[config.mk]
export PLATFORM = sky130hd
export DESIGN_NAME = gcd_scheduler
export DESIGN_NICKNAME = d
export VERILOG_FILES = /design/src/rtl/gcd_pkg.sv /design/src/rtl/rr_arbiter.sv /design/src/rtl/gcd_scheduler.sv
export SDC_FILE = /design/constraint.sdc
export NUM_CORES = 1
export LEC_CHECK = 0
export ABC_AREA = 0
export BUFFER_PORTS_ARGS = -buffer_cell sky130_fd_sc_hd__buf_2
export CAP_MARGIN = 20
export CORE_MARGIN = 10
export CORE_UTILIZATION = 36
export CTS_CLUSTER_DIAMETER = 30
export DETAILED_ROUTE_END_ITERATION = 8
export PLACE_DENSITY = 0.67
export SLEW_MARGIN = 25
export SYNTH_ARGS = -nofsm -noshare
export SYNTH_HDL_FRONTEND = slang
export SYNTH_SLANG_ARGS = --single-unit
[constraint.sdc]
create_clock -name clk -period 4.5 [get_ports clk]
set_clock_uncertainty 0.15 [all_clocks]
set_input_delay 0.9 -clock clk [delete_from_list [all_inputs] [get_ports clk]]
set_output_delay 0.9 -clock clk [all_outputs]
set_load 0.05 [all_outputs]
[src/rtl/gcd_pkg.sv]
// Shared definitions for the GCD scheduler: FSM state encoding and the
// default watchdog limit derived from the operand width.
package gcd_pkg;

  localparam logic [1:0] ST_IDLE = 2'd0;
  localparam logic [1:0] ST_RUN  = 2'd1;
  localparam logic [1:0] ST_RESP = 2'd2;

  // Generous bound on subtract-loop cycles for a given operand width.
  function automatic int max_cyc_default(input int size);
    return 2 ** (size + 2);
  endfunction

endpackage

[src/rtl/rr_arbiter.sv]
// Combinational round-robin arbiter: picks the first active request at or
// after ptr, wrapping cyclically.
module rr_arbiter
  import gcd_pkg::*;
#(
  parameter int N  = 4,
  parameter int PW = (N > 1) ? $clog2(N) : 1
) (
  input  logic [N-1:0]  req,
  input  logic [PW-1:0] ptr,
  output logic [N-1:0]  grant,
  output logic [PW-1:0] idx,
  output logic          any
);

  always_comb begin
    grant = '0;
    idx   = '0;
    any   = 1'b0;
    for (int k = 0; k < N; k++) begin
      if (!any && req[(int'(ptr) + k) % N]) begin
        any = 1'b1;
        idx = PW'((int'(ptr) + k) % N);
        grant[(int'(ptr) + k) % N] = 1'b1;
      end
    end
  end

endmodule

[src/rtl/gcd_scheduler.sv]
// Shares one subtract-based GCD core between N requesters: round-robin
// acceptance, zero-operand bypass, watchdog abort, result return to owner.
module gcd_scheduler
  import gcd_pkg::*;
#(
  parameter int N       = 4,
  parameter int size    = 8,
  parameter int MAX_CYC = max_cyc_default(size)
) (
  input  logic              clk,
  input  logic              rst,
  input  logic [N-1:0]      req,
  input  logic [N*size-1:0] a_in,
  input  logic [N*size-1:0] b_in,
  output logic [N-1:0]      gnt,
  output logic [N-1:0]      done,
  output logic [size-1:0]   result,
  output logic              err,
  output logic              core_rst,
  output logic [size-1:0]   core_x,
  output logic [size-1:0]   core_y,
  input  logic              core_done,
  input  logic [size-1:0]   core_result
);

  localparam int PW = (N > 1) ? $clog2(N) : 1;
  localparam int CW = $clog2(MAX_CYC + 1);
  localparam logic [CW-1:0] CNT_LAST = CW'(MAX_CYC - 1);
  localparam logic [CW-1:0] CNT_SAT  = CW'(MAX_CYC);

  logic [1:0]      state_q, state_d;
  logic [PW-1:0]   ptr_q, ptr_d;
  logic [PW-1:0]   owner_q, owner_d;
  logic [CW-1:0]   cnt_q, cnt_d;
  logic [size-1:0] res_q, res_d;
  logic            err_q, err_d;
  logic [size-1:0] x_q, x_d;
  logic [size-1:0] y_q, y_d;

  logic [N-1:0]    arb_grant;
  logic [PW-1:0]   arb_idx;
  logic            arb_any;
  logic [size-1:0] a_sel, b_sel;
  logic [PW-1:0]   ptr_next;

  rr_arbiter #(.N(N), .PW(PW)) u_arb (
    .req   (req),
    .ptr   (ptr_q),
    .grant (arb_grant),
    .idx   (arb_idx),
    .any   (arb_any)
  );

  assign a_sel    = a_in[int'(arb_idx) * size +: size];
  assign b_sel    = b_in[int'(arb_idx) * size +: size];
  assign ptr_next = (arb_idx == PW'(N - 1)) ? '0 : arb_idx + 1'b1;

  always_ff @(posedge clk) begin
    if (!rst) begin
      state_q <= ST_IDLE;
      ptr_q   <= '0;
      owner_q <= '0;
      cnt_q   <= '0;
      res_q   <= '0;
      err_q   <= 1'b0;
      x_q     <= '0;
      y_q     <= '0;
    end else begin
      state_q <= state_d;
      ptr_q   <= ptr_d;
      owner_q <= owner_d;
      cnt_q   <= cnt_d;
      res_q   <= res_d;
      err_q   <= err_d;
      x_q     <= x_d;
      y_q     <= y_d;
    end
  end

  always_comb begin
    state_d = state_q;
    ptr_d   = ptr_q;
    owner_d = owner_q;
    cnt_d   = cnt_q;
    res_d   = res_q;
    err_d   = err_q;
    x_d     = x_q;
    y_d     = y_q;
    case (state_q)
      ST_IDLE: begin
        if (arb_any) begin
          owner_d = arb_idx;
          x_d     = a_sel;
          y_d     = b_sel;
          ptr_d   = ptr_next;
          // A zero operand would spin the subtract loop forever.
          if (a_sel == '0 || b_sel == '0) begin
            res_d   = a_sel | b_sel;
            err_d   = 1'b0;
            state_d = ST_RESP;
          end else begin
            cnt_d   = '0;
            state_d = ST_RUN;
          end
        end
      end
      ST_RUN: begin
        cnt_d = (cnt_q == CNT_SAT) ? cnt_q : cnt_q + 1'b1;
        if (core_done) begin
          res_d   = core_result;
          err_d   = 1'b0;
          state_d = ST_RESP;
        end else if (cnt_q >= CNT_LAST) begin
          res_d   = '0;
          err_d   = 1'b1;
          state_d = ST_RESP;
        end
      end
      ST_RESP: state_d = ST_IDLE;
      default: state_d = ST_IDLE;
    endcase
  end

  always_comb begin
    gnt      = (rst && state_q == ST_IDLE) ? arb_grant : '0;
    done     = '0;
    for (int i = 0; i < N; i++) begin
      done[i] = (state_q == ST_RESP) && (owner_q == PW'(i));
    end
    result   = (state_q == ST_RESP) ? res_q : '0;
    err      = (state_q == ST_RESP) ? err_q : 1'b0;
    core_rst = (state_q != ST_RUN);
    core_x   = x_q;
    core_y   = y_q;
  end

endmodule

# Word level (Yosys, flattened, before mapping)
# Cells that the tools add are included.
[totals] reg_bits=42 inputBits=79 out_inout_bits=34 elab_cells=126
[classes] addsub=5 order_cmp=9 eq_ne=13 n_shift=2 muxes=54 n_bitwise=7 n_reduce_logical=28
[op_table] op="indexed part select 32 x 6 -> 8 bit" count=2
[op_table] op="2-to-1 mux 8 bit" count=5
[op_table] op="2-to-1 mux 11 bit" count=3
[op_table] op="one-hot mux 11 bit (2 select lines)" count=1
[op_table] op="2-to-1 mux 1 bit" count=20
[op_table] op="2-to-1 mux 4 bit" count=5
[op_table] op="2-to-1 mux 2 bit" count=9
[op_table] op="zero test 8 bit" count=2
[op_table] op="one-hot mux 8 bit (2 select lines)" count=1
[op_table] op="logical AND 1 bit" count=12
[op_table] op="less-than comparator 3 x 4 -> 1 bit (second input constant)" count=3
[op_table] op="OR 4 bit" count=3
[op_table] op="adder 11 x 1 -> 11 bit (second input constant)" count=1
[op_table] op="== test 11 bit (second input constant)" count=1
[op_table] op=">= comparator 11 x 10 -> 1 bit (second input constant)" count=1
[op_table] op=">= comparator 3 x 1 -> 1 bit (second input constant)" count=3
[op_table] op="binary-select mux 1 bit (select 2 bit)" count=4
[op_table] op="demux 1 bit (select 2 bit)" count=4
[op_table] op="== test 2 bit (second input constant)" count=4
[op_table] op="!= test 2 bit (second input constant)" count=4
[op_table] op="OR 8 bit" count=1
[op_table] op="AND reduction 4 bit" count=2
[op_table] op="OR reduction 2 bit" count=3
[op_table] op="adder 2 x 1 -> 2 bit (second input constant)" count=2
[op_table] op="14 further kinds" count=22

# Depth between registers and ports, before layout
# Gate-level depths: netlist of the first run.
[logic_depth] word_depth=20 mapped_depth=18 mapped_depth_nobuf=12

# By module
# From an unflattened synthesis of the first run, not the netlist that was laid out.
[hier_totals] hier_cells=334 area_unflattened_um2=2934.1
[modules_own_cells] mod="gcd_scheduler" n_inst=1 cells_each=289 area_per_inst_um2=2514.9 seq_area_each_um2=840.8
[modules_own_cells] mod="rr_arbiter" n_inst=1 cells_each=45 area_per_inst_um2=419.2 seq_area_each_um2=0.0

# Worst setup path after synthesis of the first run
# No wires, ideal clock.
[synth_timing] kind="register -> register" start="register ptr_q[0]" end="register res_q[0]" setup_ns=0.122 arrival_time_ns=4.037 t_required_ns=4.228 slack_ns=0.191 path_stages_with_launch=15 n_path_buf=3 period_less_slack_ns=4.309 path_cell_list="dfxtp_1 buf_6 buf_2 clkinv_1 ha_1 clkbuf_1 mux4_2 or2_1 o21ai_2 mux4_2 a21oi_1 o2111ai_1 o22ai_4 o31ai_4 a221o_1"
[synth_between] elab_chain_len=17 word_cells_on_any_way=40 classes_between="add/sub (3); eq/ne (2); shift (2); mux (22); bitwise (1); reduce/logical (10)"
[synth_lines] element="start: declaration" line_no="gcd_scheduler.sv:32" source="logic [PW-1:0] ptr_q, ptr_d;"
[synth_lines] element="start signal: assignment" line_no="gcd_scheduler.sv:70" source="ptr_q <= ptr_d;"
[synth_lines] element="adder 2 x 1 -> 2 bit / binary-select mux 1 bit (select 2 bit) (equally long branches)" line_no="rr_arbiter.sv:21, rr_arbiter.sv:23"
[synth_lines] element="binary-select mux 1 bit (select 2 bit) / 2-to-1 mux 1 bit (equally long branches)" line_no="rr_arbiter.sv:21" source="if (!any && req[(int'(ptr) + k) % N]) begin"
[synth_lines] element="2-to-1 mux 1 bit (implied by the code)" line_no="rr_arbiter.sv:21"
[synth_lines] element="2-to-1 mux 1 bit (implied by the code) / zero test 1 bit (equally long branches)" line_no="rr_arbiter.sv:21"
[synth_lines] element="logical AND 1 bit" line_no="rr_arbiter.sv:21"
[synth_lines] element="2-to-1 mux 1 bit" line_no="rr_arbiter.sv:21"
[synth_lines] element="zero test 1 bit" line_no="rr_arbiter.sv:21"
[synth_lines] element="logical AND 1 bit" line_no="rr_arbiter.sv:21"
[synth_lines] element="2-to-1 mux 1 bit" line_no="rr_arbiter.sv:21"
[synth_lines] element="zero test 1 bit" line_no="rr_arbiter.sv:21"
[synth_lines] element="logical AND 1 bit" line_no="rr_arbiter.sv:21"
[synth_lines] element="2-to-1 mux 2 bit" line_no="rr_arbiter.sv:21"
[synth_lines] element="indexed part select 32 x 6 -> 8 bit, on equally long branches" line_no="gcd_scheduler.sv:54, gcd_scheduler.sv:55"
[synth_lines] element="zero test 8 bit / OR 8 bit (equally long branches)" line_no="gcd_scheduler.sv:97, gcd_scheduler.sv:98"
[synth_lines] element="logical OR 1 bit / 2-to-1 mux 8 bit (equally long branches)" line_no="gcd_scheduler.sv:97" source="if (a_sel == '0 || b_sel == '0) begin"
[synth_lines] element="!= test 2 bit (no source line) / 2-to-1 mux 8 bit (equally long branches)"
[synth_lines] element="AND reduction 4 bit (no source line) / one-hot mux 8 bit (2 select lines) (equally long branches)"
[synth_lines] element="end signal: assignment" line_no="gcd_scheduler.sv:73" source="res_q <= res_d;"
[synth_lines] element="end: declaration" line_no="gcd_scheduler.sv:35" source="logic [size-1:0] res_q, res_d;"
# Several ways; a longest one is shown, not always the timed one. The select of a mux whose other input is x is not followed.
# A chain may end at the register's enable or synchronous reset.

# Worst setup path in the final report of the first run
[layout_timing] start="register ptr_q[0]" end="output gnt[1]"
[layout_between] elab_chain_len=14 word_cells_on_any_way=57 classes_between="add/sub (3); order compare (8); mux (27); bitwise (6); reduce/logical (13)"
[layout_lines] element="adder 2 x 1 -> 2 bit" line_no="rr_arbiter.sv:21, rr_arbiter.sv:24"
[layout_lines] element="OR reduction 2 bit (no source line)"
[layout_lines] element="bitwise AND 1 bit (no source line)"
[layout_lines] element="less-than comparator 3 x 4 -> 1 bit (implied by the code) / >= comparator 3 x 1 -> 1 bit (equally long branches)" line_no="rr_arbiter.sv:24" source="grant[(int'(ptr) + k) % N] = 1'b1;"
[layout_lines] element="logical AND 1 bit (implied by the code)" line_no="rr_arbiter.sv:24"
[layout_lines] element="2-to-1 mux 1 bit (implied by the code)" line_no="rr_arbiter.sv:24"
[layout_lines] element="demux 1 bit (select 2 bit)"
[layout_lines] element="OR 4 bit (no source line)"
[layout_lines] element="2-to-1 mux 4 bit" line_no="rr_arbiter.sv:21"
[layout_lines] element="OR 4 bit (no source line)"
[layout_lines] element="2-to-1 mux 4 bit" line_no="rr_arbiter.sv:21"
[layout_lines] element="OR 4 bit (no source line)"
[layout_lines] element="2-to-1 mux 4 bit (*)" line_no="rr_arbiter.sv:21"
[layout_lines] element="2-to-1 mux 4 bit (*)" line_no="gcd_scheduler.sv:125" source="gnt = (rst && state_q == ST_IDLE) ? arb_grant : '0;"
[layout_lines] element="end: declaration" line_no="gcd_scheduler.sv:15" source="output logic [N-1:0] gnt,"
# Every way passes the cells marked *; elsewhere a longest branch is shown, timed or not. The select of a mux whose other input is x is not followed.

==> run_results.csv, run 1 <==
group,metric,value,unit
finish,final_util,46.17,%
finish,final_common_cell,"buf_2",
yosys,postSynthAreaPerCell,7.513,sq um
yosys,synthSimpleGateAreaFrac,29.60,%
floorplanning,core_area,9328,sq um
sta,rsz0062_at_grt,"false",
finish,mostFrequentLayoutCells,"buf_2, nor2_1, nand2_1, dfxtp_1, a21oi_1",
sta,timing.final.crit_share,92.31,%
critical_path,crit_start,"ptr_q[0]",
sta,setup_slack,346.1,ps
route,vias_per_cell,5.735,
yosys,seq_area_frac_synth,24.22,%
clocking,clock_path_buffers,2,
finish,antennaDiodeCount,0,
finish,drive_above_1_share,29.49,%
global_route,use_met1,22.32,%
finish,seq_area,840.8,sq um
clocking,h-tree-depth,2,
clocking,post_cts_resized,0,
yosys,synthesis.instances,462,
clocking,cts_tree,"yes",
floorplanning,rows,35,
placement,place_area,4215,sq um
finish,final_area,4307,sq um
sta,setup_tns,0,ps
min_path,hold_class,"reg -> reg",
critical_path,crit_required,3450,ps
yosys,synth_nets,550,
floorplanning,dieHeight,118.2,microns
critical_path,cp_top_family,"simple AND/OR/NAND/NOR gates",
yosys,ys_warn_count,0,
clocking,clock_latency,300,ps
clocking,post_cts_buffers,0,
finish,nets,660,
finish,syn_to_final_growth,24.08,%
pwr,power.leakage,1.922,nW
finish,multi_input_area,2445,sq um
critical_path,arrival,3100,ps
floorplanning,start_util,37.21,%
critical_path,r2r_start,"ptr_q[0]",
clocking,cts_num_sinks,42,
clocking,cts_hold_buf,0,
global_route,grt_pass1_wl,19.91,mm
clocking,root_buffer,"clkbuf_8",
critical_path,worst-path-buf-inv,3,
global_route,grt_max_degree,28,
critical_path,max_stage_delay,490,ps
route,ant_nets,0,
yosys,synth_compound_area_share,28.91,%
route,post-route-drc-count,0,
global_route,grt_usage,16.83,%
sta,whs,304.5,ps
placement,gp_congestion,0.9206,
route,wire_per_inst,17.72,microns
min_path,min_from,"err_q",
sta,setup_viol,0,
pwr,power.density,714.3,nW/um^2
outcome,status,"completed",
route,first_iter_violations,324,
global_route,use_met2,25.59,%
yosys,synth_xor_area_share,0,%
floorplanning,fp.dieArea,13970,sq um
floorplanning,ioPinCount,113,
critical_path,start_kind,"flop",
yosys,synth_top_family_by_area,"simple AND/OR/NAND/NOR gates",
yosys,synth_edf_count,0,
route,wl,12.44,mm
finish,instances_no_fill,702,
sta,finalMaxSlewViolations,0,
clocking,clkTransAtPathRegs,80,ps
placement,dp.cells,694,
yosys,syn-cell-area,3471,sq um
route,vias,4026,
sta,fin_crit,4154,ps
pwr,p_total,3.076,mW
global_route,use_met3,4.522,%
global_route,grt.busiest_layer,"met2",
yosys,ys_ff_latch,42,
yosys,synthAdderAreaFrac,3.244,%
critical_path,cp_slowest_cell,"nor3b_1",
yosys,async_flop_share,0,%
pwr,ir_worst_vdd,0.3275,mV
yosys,yosysUniqueCellTypes,67,
floorplanning,die_w,118.2,microns
critical_path,crit_type,"reg -> out",
placement,dp_slack,173.8,ps
placement,hpwlAfterDp,10.05,mm
yosys,synth.area.mux_share,8.688,%
clocking,cts_made_buffers,5,
sta,worst_slew_pin_slew,679.4,ps
sta,timing.fmax,240.7,MHz
global_route,grt-ovfl-total,0,
route,first_pass_iters,4,
job,cap_violations,0,
critical_path,worstPathMaxFanout,10,
placement,port_buffers,112,
critical_path,path_cells,"buf_4, clkinv_1, ha_1, mux4_2, or2_1, nor3b_1, a221oi_1, nor2_1, buf_2",
sta,hold_viol,0,
finish,num-fill-cells,960,
global_route,antenna_found_initial,0,
sta,relSlewSlack,54.11,%
global_route,grt_pass1_vias,3898,
yosys,synthFlopType,"dfxtp_1",
critical_path,endpoint_kind,"output port",
## cells in the mapped netlist (5+ instances only)
master | n | area (sq um)
mux2i_1 | 11 | 110.1
inv_1 | 9 | 33.78
o21ai_0 | 23 | 115.1
nand2_1 | 51 | 191.4
ha_1 | 9 | 112.6
or3_1 | 7 | 43.79
dfxtp_1 | 42 | 840.8
nor2_1 | 65 | 244.0
and2_1 | 17 | 106.4
nor3_1 | 11 | 55.05
nand3_1 | 14 | 70.07
a221oi_1 | 7 | 61.31
a21oi_1 | 40 | 200.2
nor2b_1 | 5 | 31.28
a221o_1 | 7 | 70.07
mux4_2 | 6 | 135.1
mux2_2 | 5 | 56.30
clkbuf_1 | 17 | 63.81
a211oi_1 | 8 | 60.06
buf_2 | 7 | 35.03
nand2b_1 | 5 | 31.28
and3_1 | 14 | 87.58
## cells by family (layout without fill, tap and decap cells)
kind of cell	after synthesis	count (layout)
muxes	22	22
and+or+nand+nor	209	209
adders and majority gates	9	9
buffers and inverters	41	152
DFF	42	42
AOI/OAI and AO/OA	139	139
## state kept, by name, summed over array words and instances (netlist names)
signal and cells:
owner_q 2, err_q 1, res_q 8, cnt_q 11
core_x 8, state_q 2, core_y 8, ptr_q 2
## cell type report
class	count	area share (%)
flip-flops and latches	42	19.52
well taps	129	3.748
clock inverters	1	0.1162
inverters	12	1.046
multi-input cells	379	56.77
clock buffers	7	2.005
repair buffers	132	16.79
## per-layer routing
metal	wire length (microns)	part of all wire (%)	vias up
met1	5766	46	1874
li1	-	-	1935
met2	5229	42	194
met5	0	0	-
met4	282	2.3	0
met3	1156	9.3	23
## where the power goes
part	switching (mW)	internal, mW
clock network	0.133	0.124
registers	0.0753	0.470
logic	1.46	0.814
total	1.67	1.41
## worst reg2reg max path: cells and delay by family (launching register included)
family | cells | cell delay, ps
adder cells (fa/ha/maj) | 1 | 460
buffers and inverters | 3 | 520
AO/OA/AOI/OAI | 5 | 1330
flip-flops | 1 | 310
AND/OR/NAND/NOR | 2 | 390
multiplexers | 2 | 900
## worst paths after layout
check | end | slack, ps | depth (start not counted)
worst max register to register | cnt_q[0] | 350 | 13
worst min-delay path | err_q | 300 | 1
worst min register to register | err_q | 300 | 1
worst max-delay path | gnt[1] | 350 | 9
(Power assumes the default switching activity.)
==> run 2: changes to the inputs <==
--- a/config.mk
+++ b/config.mk
@@ -12,7 +12,7 @@
 export CORE_UTILIZATION = 36
 export CTS_CLUSTER_DIAMETER = 30
 export DETAILED_ROUTE_END_ITERATION = 8
-export PLACE_DENSITY = 0.67
+export PLACE_DENSITY = 0.63
 export SLEW_MARGIN = 25
 export SYNTH_ARGS = -nofsm -noshare
 export SYNTH_HDL_FRONTEND = slang
==> run_results.csv, run 2 (synthesis gave the netlist of run 1 again) <==
group,metric,value,unit
outcome,status,"completed",
sta,hold_viol,0,
clocking,post_cts_buffers,0,
clocking,root_buffer,"clkbuf_8",
floorplanning,fp.dieArea,13970,sq um
finish,top_register,"cnt_q",
route,vias,3986,
pwr,p_total,3.065,mW
placement,dp_slack,192.0,ps
clocking,cts_num_sinks,42,
sta,rsz0062_at_grt,"false",
placement,port_buffers,112,
global_route,grt-ovfl-total,0,
clocking,cts_made_buffers,5,
clocking,clkTransAtPathRegs,80,ps
critical_path,crit_type,"reg -> reg",
floorplanning,dieHeight,118.2,microns
critical_path,crit_required,4570,ps
critical_path,arrival,4110,ps
route,post-route-drc-count,0,
min_path,hold_class,"reg -> reg",
floorplanning,rows,35,
clocking,clock_path_buffers,2,
global_route,grt_pass1_vias,3853,
placement,dp.cells,693,
route,wl,12.20,mm
finish,nets,659,
global_route,antenna_found_initial,0,
finish,final_common_cell,"buf_2",
pwr,power.density,712.0,nW/um^2
clocking,cts_tree,"yes",
global_route,grt_max_degree,36,
clocking,clock_latency,300,ps
global_route,grt_usage,16.68,%
floorplanning,core_area,9328,sq um
route,first_pass_iters,5,
sta,worst_slew_pin_slew,680.9,ps
clocking,post_cts_resized,0,
finish,instances_no_fill,701,
finish,mostFrequentLayoutCells,"buf_2, nor2_1, nand2_1, dfxtp_1, a21oi_1",
pwr,ir_worst_vdd,0.3186,mV
finish,largest_reg_flops,11,
critical_path,worstPathMaxFanout,35,
placement,hpwlAfterDp,9.799,mm
route,vias_per_cell,5.686,
critical_path,start_kind,"flop",
sta,setup_tns,0,ps
pwr,power.leakage,1.921,nW
global_route,grt_pass1_wl,19.77,mm
finish,antennaDiodeCount,0,
sta,setup_slack,460.4,ps
finish,final_util,46.14,%
floorplanning,start_util,37.21,%
clocking,h-tree-depth,2,
clocking,cts_hold_buf,0,
floorplanning,ioPinCount,113,
sta,fin_crit,4040,ps
sta,timing.final.crit_share,89.77,%
sta,setup_viol,0,
sta,finalMaxSlewViolations,0,
sta,relSlewSlack,54.25,%
route,ant_nets,0,
route,first_iter_violations,290,
sta,timing.fmax,247.5,MHz
placement,gp_congestion,0.9195,
floorplanning,die_w,118.2,microns
critical_path,endpoint_kind,"flop",
route,wire_per_inst,17.40,microns
finish,drive_above_1_share,29.55,%
job,cap_violations,0,
finish,syn_to_final_growth,24.01,%
## run 2: cell count changes in the layout (fill, tap and decap cells not counted)
cell / before / now
clkinv_2: 1 / 2
buf_12: 1 / 0
bufinv_16: 0 / 1
clkbuf_1: 1 / 0
clkbuf_8: 6 / 5
## run 2: worst paths after layout
kind	startpoint	endpoint	slack [ps]	depth (start not counted)
worst max-delay path	ptr_q[0]	cnt_q[0]	460	14
worst min-delay path	core_x[3]	core_x[3]	310	2
worst max register to register	ptr_q[0]	cnt_q[0]	460	14
worst min register to register	core_x[3]	core_x[3]	310	2
## run 2: layer usage
| layer | GRT usage, % | up-vias | share of wire (%) |
|---|---|---|---|
| li1 | - | 1930 | - |
| met1 | 22.68 | 1848 | 46 |
| met2 | 25.00 | 190 | 43 |
| met3 | 4.664 | 18 | 9.1 |
| met4 | 4.869 | 0 | 1.8 |
| met5 | 0 | - | 0 |
## run 2: report_power, final
part | total [mW] | switching, mW | internal [mW]
Clock | 0.303 | 0.140 | 0.163
Sequential | 0.544 | 0.0745 | 0.470
Combinational | 2.22 | 1.43 | 0.790
## run 2: final cells by class
type / count / area, sq um
clock inverter: 3 / 40.04
clock buffer: 5 / 68.82
sequential: 42 / 840.8
fill: 929 / 5024
tap: 129 / 161.4
timing repair buffer: 131 / 703.2
multi-input combinational: 379 / 2445
inverter: 12 / 45.04
## run 2: through the flow
step                      hold slack (ps)  instance area, sq um
after CTS                           308.9                  4304
after global placement              295.3                  4195
after floorplan                     268.1                  3471
final                               307.2                  4304
after global routing                324.8                  4304
after detailed placement            290.1                  4195
## run 2: critical path, stage by stage, from the launching register on
cell	delay (ps)
dfxtp_1	340
buf_4	350
mux4_2	620
buf_4	190
inv_1	100
nor2_1	140
a32o_1	280
a2111oi_0	520
buf_4	200
a31o_2	130
nand3_2	100
o22ai_4	230
buf_4	220
nand2_4	90
a221oi_2	270
==> run 3: changes to the inputs <==
--- a/config.mk
+++ b/config.mk
@@ -12,7 +12,6 @@
 export CORE_UTILIZATION = 36
 export CTS_CLUSTER_DIAMETER = 30
 export DETAILED_ROUTE_END_ITERATION = 8
-export PLACE_DENSITY = 0.63
 export SLEW_MARGIN = 25
 export SYNTH_ARGS = -nofsm -noshare
 export SYNTH_HDL_FRONTEND = slang
==> run_results.csv, run 3 (synthesis gave the netlist of run 1 again) <==
group,metric,value,unit
floorplanning,rows,35,
critical_path,cp_slowest_cell,"mux4_2",
global_route,grt_pass1_vias,3948,
route,post-route-drc-count,0,
placement,hpwlAfterDp,9.743,mm
route,wire_per_inst,17.31,microns
critical_path,crit_required,4560,ps
route,first_pass_iters,5,
critical_path,r2r_start,"ptr_q[0]",
sta,relSlewSlack,53.47,%
finish,drive_above_1_share,29.42,%
critical_path,start_kind,"flop",
clocking,post_cts_resized,0,
global_route,grt_max_degree,36,
finish,instances_no_fill,700,
sta,setup_viol,0,
floorplanning,die_w,118.2,microns
clocking,h-tree-depth,2,
finish,top_register,"cnt_q",
pwr,power.density,709.7,nW/um^2
sta,timing.final.crit_share,88.26,%
route,first_iter_violations,250,
critical_path,max_stage_delay,650,ps
clocking,cts_num_sinks,42,
finish,num-fill-cells,970,
critical_path,cp_top_family,"compound AO/OA/AOI/OAI gates",
sta,fin_crit,3972,ps
finish,final_area,4297,sq um
floorplanning,start_util,37.21,%
finish,largest_reg_flops,11,
clocking,clock_latency,290,ps
clocking,root_buffer,"clkbuf_8",
critical_path,arrival,4040,ps
clocking,clkTransAtPathRegs,80,ps
finish,syn_to_final_growth,23.79,%
critical_path,worst_r2r_path_depth,12,
critical_path,worstPathMaxFanout,35,
finish,antennaDiodeCount,0,
min_path,whs_path_depth,1,
sta,setup_tns,0,ps
sta,whs,303.8,ps
pwr,p_total,3.049,mW
sta,worst_slew_pin_slew,689.0,ps
floorplanning,core_area,9328,sq um
min_path,min_from,"err_q",
route,vias,3898,
pwr,ir_worst_vdd,0.3806,mV
finish,nets,658,
floorplanning,dieHeight,118.2,microns
route,wl,12.12,mm
outcome,status,"completed",
pwr,power.leakage,1.916,nW
critical_path,r2r_slack,530,ps
sta,hold_viol,0,
critical_path,cpMostUsedCell,"buf_4",
global_route,antenna_found_initial,0,
min_path,hold_class,"reg -> reg",
placement,gp_congestion,0.9484,
route,vias_per_cell,5.569,
critical_path,crit_type,"reg -> reg",
clocking,cts_tree,"yes",
global_route,grt_pass1_wl,19.71,mm
placement,place_area,4188,sq um
critical_path,path_cells,"buf_4, mux4_2, or4_4, nand3_4, nor2_4, a2111oi_1, a32o_1, nand3_1, o22ai_4, buf_4, nand2_4, a221oi_2",
critical_path,reg2reg_to,"cnt_q[0]",
sta,timing.fmax,251.8,MHz
sta,rsz0062_at_grt,"false",
clocking,post_cts_buffers,0,
finish,mostFrequentLayoutCells,"buf_2, nor2_1, nand2_1, dfxtp_1, a21oi_1",
placement,dp.cells,692,
global_route,grt_usage,16.49,%
finish,final_common_cell,"buf_2",
sta,finalMaxSlewViolations,0,
min_path,min_to,"err_q",
clocking,cts_made_buffers,5,
floorplanning,fp.dieArea,13970,sq um
clocking,clock_path_buffers,2,
global_route,grt-ovfl-total,0,
clocking,cts_hold_buf,0,
critical_path,worst-path-buf-inv,2,
floorplanning,ioPinCount,113,
critical_path,endpoint_kind,"flop",
placement,port_buffers,112,
job,cap_violations,0,
route,ant_nets,0,
run 3: changes by cell type in the layout (fill, tap and decap cells not counted):
cell   before  now
buf_4      19   18
run 3: where the power goes:
| group | switching, mW | internal, mW |
|---|---|---|
| clock | 0.132 | 0.163 |
| sequential | 0.0700 | 0.470 |
| combinational | 1.43 | 0.787 |
run 3: how the worst max path moves through the flow:
stage,to,slack [ps],cells after the start,start
after global placement,cnt_q[0],270,12,req[1]
after floorplan,res_q[0],190,14,ptr_q[0]
after detailed placement,cnt_q[0],270,12,req[1]
after global routing,cnt_q[0],280,12,ptr_q[0]
after CTS,cnt_q[0],530,12,ptr_q[0]
final,cnt_q[0],530,12,ptr_q[0]
run 3: area by class of cell:
cell class | count | area (sq um) | area share (%)
Multi-Input combinational cell | 379 | 2445 | 56.90
Sequential cell | 42 | 840.8 | 19.57
Timing Repair Buffer | 130 | 695.7 | 16.19
Tap cell | 129 | 161.4 | 3.757
Clock buffer | 5 | 68.82 | 1.602
Inverter | 12 | 45.04 | 1.048
Clock inverter | 3 | 40.04 | 0.9319
run 3: metal layers:
| layer | vias up | track usage (%) | wire, microns |
|---|---|---|---|
| li1 | 1923 | - | - |
| met1 | 1833 | 20.56 | 5265 |
| met2 | 124 | 27.96 | 5898 |
| met3 | 18 | 3.379 | 691 |
| met4 | 0 | 4.714 | 261 |
| met5 | - | 0 | 0 |
run 3: metrics by stage:
| stage | worst slack, ps | util [%] |
|---|---|---|
| final | 528.2 | 46.06 |
| after detailed placement | 272.9 | 44.90 |
| after floorplan | 190.9 | - |
| after global placement | 267.1 | 44.90 |
| after global routing | 281.4 | 46.06 |
| after CTS | 527.2 | 46.06 |
